**config.mk**
```make
export PLATFORM = sky130hd
export DESIGN_NAME = conv_window_buffer
export DESIGN_NICKNAME = d
export VERILOG_FILES = /design/src/rtl/conv_window_buffer.sv
export SDC_FILE = /design/constraint.sdc
export NUM_CORES = 2
export LEC_CHECK = 0
export ABC_AREA = 0
export ABC_CLOCK_PERIOD_IN_PS = 2200
export CAP_MARGIN = 20
export CORE_AREA = 4 4 402 404
export CTS_CLUSTER_SIZE = 20
export DETAILED_ROUTE_END_ITERATION = 6
export DIE_AREA = 0 0 406 408
export GPL_TIMING_DRIVEN = 0
export MAX_ROUTING_LAYER = met4
export PLACE_DENSITY = 0.45
export SKIP_CTS_REPAIR_TIMING = 1
export SKIP_LAST_GASP = 1
export SYNTH_ARGS = -nofsm -noshare
export SYNTH_HDL_FRONTEND = slang
export SYNTH_SLANG_ARGS = --single-unit
```
**constraint.sdc**
```tcl
create_clock -name clk -period 2.2 [get_ports clk]
set_input_delay 0.33 -clock clk [delete_from_list [all_inputs] [get_ports clk]]
set_output_delay 0.33 -clock clk [all_outputs]
set_load 0.005 [all_outputs]
```
**src/rtl/conv_window_buffer.sv**
```systemverilog
// conv_window_buffer: sliding N_REG-deep sample window with head/tail zero padding,
// emitted at the conv stride over a valid/ready handshake.
// Optional macro CWB_STALL_CNT_EN adds a 32-bit saturating backpressure counter output stall_cnt.
module conv_window_buffer #(
    parameter int WIDTH     = 32,
    parameter int N_REG     = 31,
    parameter int STRIDE    = 2,
    parameter int PAD       = 15,
    parameter int FRAME_LEN = 16384,
    parameter int CNT_BITS  = 15
) (
    input  logic                   clk,
    input  logic                   rst_n,
    input  logic                   start,
    input  logic                   in_valid,
    input  logic [WIDTH-1:0]       in_data,
    output logic                   in_ready,
    output logic                   win_valid,
    input  logic                   win_ready,
    output logic [N_REG*WIDTH-1:0] all_a,
    output logic [CNT_BITS-1:0]    win_idx,
    output logic                   busy,
    output logic                   done
`ifdef CWB_STALL_CNT_EN
    ,
    output logic [31:0]            stall_cnt
`endif
);
    localparam int N_OUT = (FRAME_LEN + 2 * PAD - N_REG) / STRIDE + 1;
    localparam logic [1:0] IDLE   = 2'd0;
    localparam logic [1:0] STREAM = 2'd1;
    localparam logic [1:0] TAIL   = 2'd2;
    localparam logic [1:0] DRAIN  = 2'd3;
    localparam logic [CNT_BITS-1:0] ONE     = CNT_BITS'(1);
    localparam logic [CNT_BITS-1:0] NREG_C  = CNT_BITS'(N_REG);
    localparam logic [CNT_BITS-1:0] NOUT_C  = CNT_BITS'(N_OUT);
    localparam logic [CNT_BITS-1:0] FLEN_C  = CNT_BITS'(FRAME_LEN);
    localparam logic [CNT_BITS-1:0] PAD_C   = CNT_BITS'(PAD);
    localparam logic [CNT_BITS-1:0] PH_LAST = CNT_BITS'(STRIDE - 1);
    logic [1:0]             state;
    logic [N_REG*WIDTH-1:0] sreg;
    logic [CNT_BITS-1:0]    vcnt;
    logic [CNT_BITS-1:0]    rcnt;
    logic [CNT_BITS-1:0]    fcnt;
    logic [CNT_BITS-1:0]    pcnt;
    logic [CNT_BITS-1:0]    vnext;
    logic [WIDTH-1:0]       nval;
    logic                   adv;
    logic                   acc;
    logic                   shift_in;
    logic                   shift;
    logic                   form;
    assign all_a = sreg;
    // Handshake and shift decisions; pcnt tracks the stride phase once the window is full.
    always_comb begin
        adv      = !win_valid || win_ready;
        acc      = win_valid && win_ready;
        in_ready = (state == STREAM) && adv && (rcnt < FLEN_C) && (fcnt < NOUT_C);
        shift_in = in_valid && in_ready;
        shift    = shift_in || ((state == TAIL) && adv && (fcnt < NOUT_C));
        nval     = shift_in ? in_data : '0;
        vnext    = vcnt + ONE;
        form     = shift && (vnext >= NREG_C) && (pcnt == '0);
    end
    // Shift register, window presentation and frame sequencing.
    always_ff @(posedge clk) begin
        if (!rst_n) begin
            state     <= IDLE;
            sreg      <= '0;
            vcnt      <= '0;
            rcnt      <= '0;
            fcnt      <= '0;
            pcnt      <= '0;
            win_valid <= 1'b0;
            win_idx   <= '0;
            busy      <= 1'b0;
            done      <= 1'b0;
        end else begin
            done <= 1'b0;
            if (shift) begin
                sreg <= {nval, sreg[N_REG*WIDTH-1:WIDTH]};
                vcnt <= vnext;
                if (vnext >= NREG_C)
                    pcnt <= (pcnt == PH_LAST) ? '0 : pcnt + ONE;
            end
            if (form) begin
                win_valid <= 1'b1;
                win_idx   <= fcnt;
                fcnt      <= fcnt + ONE;
            end else if (acc) begin
                win_valid <= 1'b0;
            end
            if (shift_in)
                rcnt <= rcnt + ONE;
            case (state)
                IDLE: begin
                    if (start) begin
                        state <= STREAM;
                        sreg  <= '0;
                        vcnt  <= PAD_C;
                        rcnt  <= '0;
                        fcnt  <= '0;
                        pcnt  <= '0;
                        busy  <= 1'b1;
                    end
                end
                STREAM: begin
                    if ((shift_in && rcnt == FLEN_C - ONE) || fcnt == NOUT_C)
                        state <= TAIL;
                end
                default: begin
                    if (fcnt == NOUT_C) begin
                        state <= adv ? IDLE : DRAIN;
                        busy  <= !adv;
                        done  <= adv;
                    end
                end
            endcase
        end
    end
`ifdef CWB_STALL_CNT_EN
    // Cycles a presented window waits on the consumer during a frame, saturating.
    always_ff @(posedge clk) begin
        if (!rst_n)
            stall_cnt <= '0;
        else if (state == IDLE && start)
            stall_cnt <= '0;
        else if (busy && win_valid && !win_ready && stall_cnt != '1)
            stall_cnt <= stall_cnt + 32'd1;
    end
`endif
endmodule

```
* Word level (Yosys, flattened, before mapping)
Index checks and enable logic that the tools add are counted.
** Word-level totals
- Output and inout port bits :: 1011
- Logic and storage cells :: 78
- Bits of input ports :: 37
- Bits in registers :: 1072
** Operators by class
- Bitwise logic cells :: 3
- Reductions and logical operators :: 23
- Magnitude comparators :: 3
- Muxes and demuxes :: 28
- Equal/unequal tests :: 7
- $add $sub $neg :: 4
** Operators by type and width (number)
- two-way mux 992 bit :: 3
- two-way mux 15 bit :: 14
- adder 15 x 1 -> 15 bit, second input constant :: 4
- two-way mux 32 bit :: 1
- == test 15 x 14 -> 1 bit, second input constant :: 2
- == test 15 x 1 -> 1 bit, second input constant :: 1
- greater-or-equal comparator 15 x 5 -> 1 bit, second input constant :: 1
- logical NOT 15 bit :: 1
- less-than comparator 15 x 14 -> 1 bit, second input constant :: 1
- less-than comparator 15 bit, second input constant :: 1
- logical AND 1 bit :: 10
- two-way mux 2 bit :: 4
- AND reduction 3 bit :: 2
- two-way mux 1 bit :: 4
- case mux 2 bit (2 select lines) :: 1
- nonzero test 2 bit :: 2
- OR reduction 4 bit :: 1
- logical OR 1 bit :: 3
- NOT 1 bit :: 3
- nonzero test 3 bit :: 1
- == test 2 x 1 -> 1 bit, second input constant :: 1
- == test 2 bit, second input constant :: 1
- logical NOT 1 bit :: 2
- logical NOT 2 bit :: 1
- other kinds (3) :: 3

* Depth between registers and ports, before layout
- Depth after elaboration :: 12
- Depth in mapped cells :: 11
- Gate-level depth less buffers :: 9

* Worst setup path after synthesis
OpenSTA, ideal clock, no wires.
- Kind :: register to register
- From :: reg vcnt[0]
- To :: reg pcnt[1]
- Arrival :: 2.309 ns
- Data required time :: 2.072 ns
- Setup slack :: -0.237 ns
- Clock period less this slack :: 2.437 ns
- Stages on the path, launching flop included :: 12
- Path through :: dfxtp_1 ha_1 and4_1 buf_4 mux2i_1 o41ai_1 nand3_1 o21ai_4 buf_6 buf_4 mux2i_1 nor2_1
** On the way
- Longest elaborated chain between the ends :: 6
** RTL lines
- from (decl) :: RTL line 42 : logic [CNT_BITS-1:0] vcnt;
- from (signal assigned) :: RTL line 82 : vcnt <= vnext;
- adder 15 x 1 -> 15 bit * :: RTL line 62 : vnext = vcnt + ONE;
- greater-or-equal comparator 15 x 5 -> 1 bit * :: RTL line 83 : if (vnext >= NREG_C)
- two-way mux 15 bit * :: RTL line 83
- two-way mux 15 bit * :: RTL line 80 : if (shift) begin
- two-way mux 15 bit :: RTL line 97 : if (start) begin
- two-way mux 15 bit * :: RTL line 95 : case (state)
- to (signal assigned) :: RTL line 84 : pcnt <= (pcnt == PH_LAST) ? '0 : pcnt + ONE;
- to (decl) :: RTL line 45 : logic [CNT_BITS-1:0] pcnt;
Mark *: on every way between the ends. The rest lies on a longest branch, timed or not.
A chain may end at the register's enable or synchronous reset.

* Worst setup path after layout
- From :: reg vcnt[7]
- To :: reg fcnt[9]
** On the way
- Longest elaborated chain between the ends :: 7
** RTL lines
- adder 15 x 1 -> 15 bit * :: RTL line 62
- greater-or-equal comparator 15 x 5 -> 1 bit * :: RTL line 63 : form = shift && (vnext >= NREG_C) && (pcnt == '0);
- logical AND 1 bit * (2 in series) :: RTL line 63
- two-way mux 15 bit * :: RTL line 86 : if (form) begin
- two-way mux 15 bit :: RTL line 97
- two-way mux 15 bit * :: RTL line 95
- to (signal assigned) :: RTL line 89 : fcnt <= fcnt + ONE;
- to (decl) :: RTL line 44 : logic [CNT_BITS-1:0] fcnt;
Marked as above.

==> out/results.tsv <==
metric	value	unit
status	complete, but fails checks	
failing checks	setup timing	
Yosys top cell area share	57.43	%
Final setup viols	44	
Final Power	42420	uW
max cap viols	0	
CTS tree	done	
most frequent cell after synthesis	nand2_1	
Post-route DRC	0	
nets	5975	
largest net degree at the start of global routing	17	
Pint	32310	uW
share of layout cells above drive strength 1	10.40	%
Cell Area, Synth	0.03737	mm2
drt initial violations	2101	
worst path arrival time	3.16	ns
Clk pwr share	49.6	%
PwrDens	759.3	mW/mm2
antenna violations before repair	2	
vias per cell	4.539	
Worst-path clk slew	0.06	ns
asr flop ratio synth	0	%
Leak	0.01844	uW
worst setup margin	-0.3193	ns
fmax	0.3969	GHz
area delta synth->final	49.51	%
ys flop type	dfxtp_1	
Bufs on Longest Clock Path	3	
CP Data Required Time	2.84	ns
Port-buffer cells	1047	
post-DP HPWL	151600	um
routed len/inst	23.31	um
Initial Util	23.68	%
vias in the first global route	35950	
Worst-Margin Slew	0.6984	ns
core area	0.1578	mm2
drt pass-1 iters	5	
sequential-to-total area share from yosys stat	57.43	%
startpoint class of the critical path	flop	
H-tree level count	3	
fin. max-slew vios	0	
commonest cells in the netlist	nand2_1, dfxtp_1, a21oi_1	
fin area	0.05587	mm2
Reg2Reg Capture Point	fcnt[9]	
WS Path Type	reg -> reg	
Mapped Cells	4733	
gpl congestion	0.9066	
number of synthesized register bits	1072	
Worst Setup End Kind	flop	
DR vias	36780	
EDFF count, synth	0	
largest area contributor in the netlist	dfxtp_1	
Register-to-Register Path Depth	8	
worst min-delay path class	in -> reg	
diode count	0	
number of top-level pins	1048	
syn_nets	4778	
DIE AREA	0.1656	mm2
die width	406	um
worst-path maximum fanout	8	
clock skew	0.04050	ns
Avg Inst Size Synth	7.896	um2
Post-DP Area	0.05053	mm2
switch share	23.83	%
cts bufs inserted	121	
grt ovf	0	
first-pass GRT wire length	265200	um
Synth cell types	47	
Final ANT Viol Nets	0	
num rows	146	
P_sw	10110	uW
Fillers	16770	
Crit Reg-Reg Startpoint	vcnt[7]	
part of the power in registers	45.9	%
hold_ws	0.2089	ns
final hold vios	0	
pre-CTS WS	-1.813	ns
top post-synthesis cells by area	dfxtp_1, nand2_1, a21oi_1	
crit path capture	fcnt[9]	
clk root buf	clkbuf_16	
fin cells	8103	
placed cells	7854	
worst rel slew slack	53.36	%
Routed WL	188900	um
overall routing resource usage	22.42	%
Tmin final	2.519	ns
maximum VDD drop	604.6	uV
period utilization	114.5	%
clk_lat worst skew	0.74	ns
RSZ-0062 raised after global routing	true	
clk sinks	1072	
Ys Warns	0	
Crit. Startpoint	vcnt[7]	
Comb pwr share	4.5	%
Die Y	408	um
Reg2Reg Setup Slack	-0.32	ns
[sequential cells by signal, indices dropped and copies added, names as in the netlist, 2 cells and up]
signal,count
all_a,992
fcnt,15
pcnt,15
rcnt,15
state,2
vcnt,15
win_idx,15
[kinds of logic after synthesis]
family                   Yosys count  share of synthesized area [%]
flip-flops                      1072                          57.43
XOR/XNOR                          33                         0.7734
adder cells (fa/ha/maj)            8                         0.2679
AO/OA/AOI/OAI                   1080                          15.00
AND/OR/NAND/NOR                 2172                          22.70
multiplexers                       4                         0.1071
buffers and inverters            364                          3.726
[worst min path at each step]
| stage | from | end | cells past startpoint |
|---|---|---|---|
| global placement | all_a[9] | all_a[9] | 2 |
| global route | in_data[10] | all_a[970] | 3 |
| detailed placement | all_a[5] | all_a[5] | 2 |
| CTS | in_data[10] | all_a[970] | 3 |
| finish | in_data[10] | all_a[970] | 3 |
| floorplan | fcnt[13] | fcnt[13] | 2 |
[worst max-delay path, stage by stage (launching register included)]
cell	delay, ns
dfxtp_4	0.36
nand4_1	0.20
nor4_4	0.36
nor3_2	0.10
o32ai_4	0.50
buf_4	0.21
o2111ai_4	0.17
or4_1	0.42
a21oi_1	0.12
[final cells by class]
type / count / area (um2) / share of cell area [%]
inverters: 12 / 45.04 / 0.08061
clock inverters: 42 / 525.5 / 0.9405
plain buffers: 350 / 1969 / 3.525
clock buffers: 182 / 3598 / 6.440
well taps: 2072 / 2592 / 4.640
multi-input cells: 3297 / 14780 / 26.46
flip-flops and latches: 1072 / 21550 / 38.57
repair buffers: 1076 / 10810 / 19.35
[metal layers]
layer  track usage (%)  wire length [um]
met1             25.80             76390
met3             6.502             14290
met2             37.81             92130
met5                 -                 0
met4             6.483              6082
[placed cells by master, fill, tap and decap left out, types with 33 or more instances in the layout]
cell type	count
nand2_1	1966
dfxtp_1	1016
clkdlybuf4s50_1	1013
a21oi_1	979
clkbuf_2	188
clkbuf_16	122
nor2_1	76
clkbuf_1	74
clkbuf_4	60
dfxtp_2	49
a22oi_1	33
[per-stage QoR]
| step | util [%] | TNS, ns |
|---|---|---|
| floorplan | - | -2.017 |
| global placement | 31.99 | -2545.24 |
| detailed placement | 32.02 | -1572.78 |
| CTS | 34.63 | -1190.08 |
| global route | 35.40 | -15.87 |
| finish | 35.40 | -9.685 |
[power by group through the flow]
| stage | Clock (uW) | Sequential, uW | Combinational (uW) |
|---|---|---|---|
| after CTS | 21600 | 19500 | 1760 |
| final | 21100 | 19500 | 1900 |
| after global routing | 22300 | 19500 | 2070 |
| after detailed placement | 0 | 19900 | 1750 |
| after floorplan | 0 | 19900 | 979 |
| after global placement | 0 | 19900 | 1740 |
Note: power is estimated with default switching activity, not from simulation.
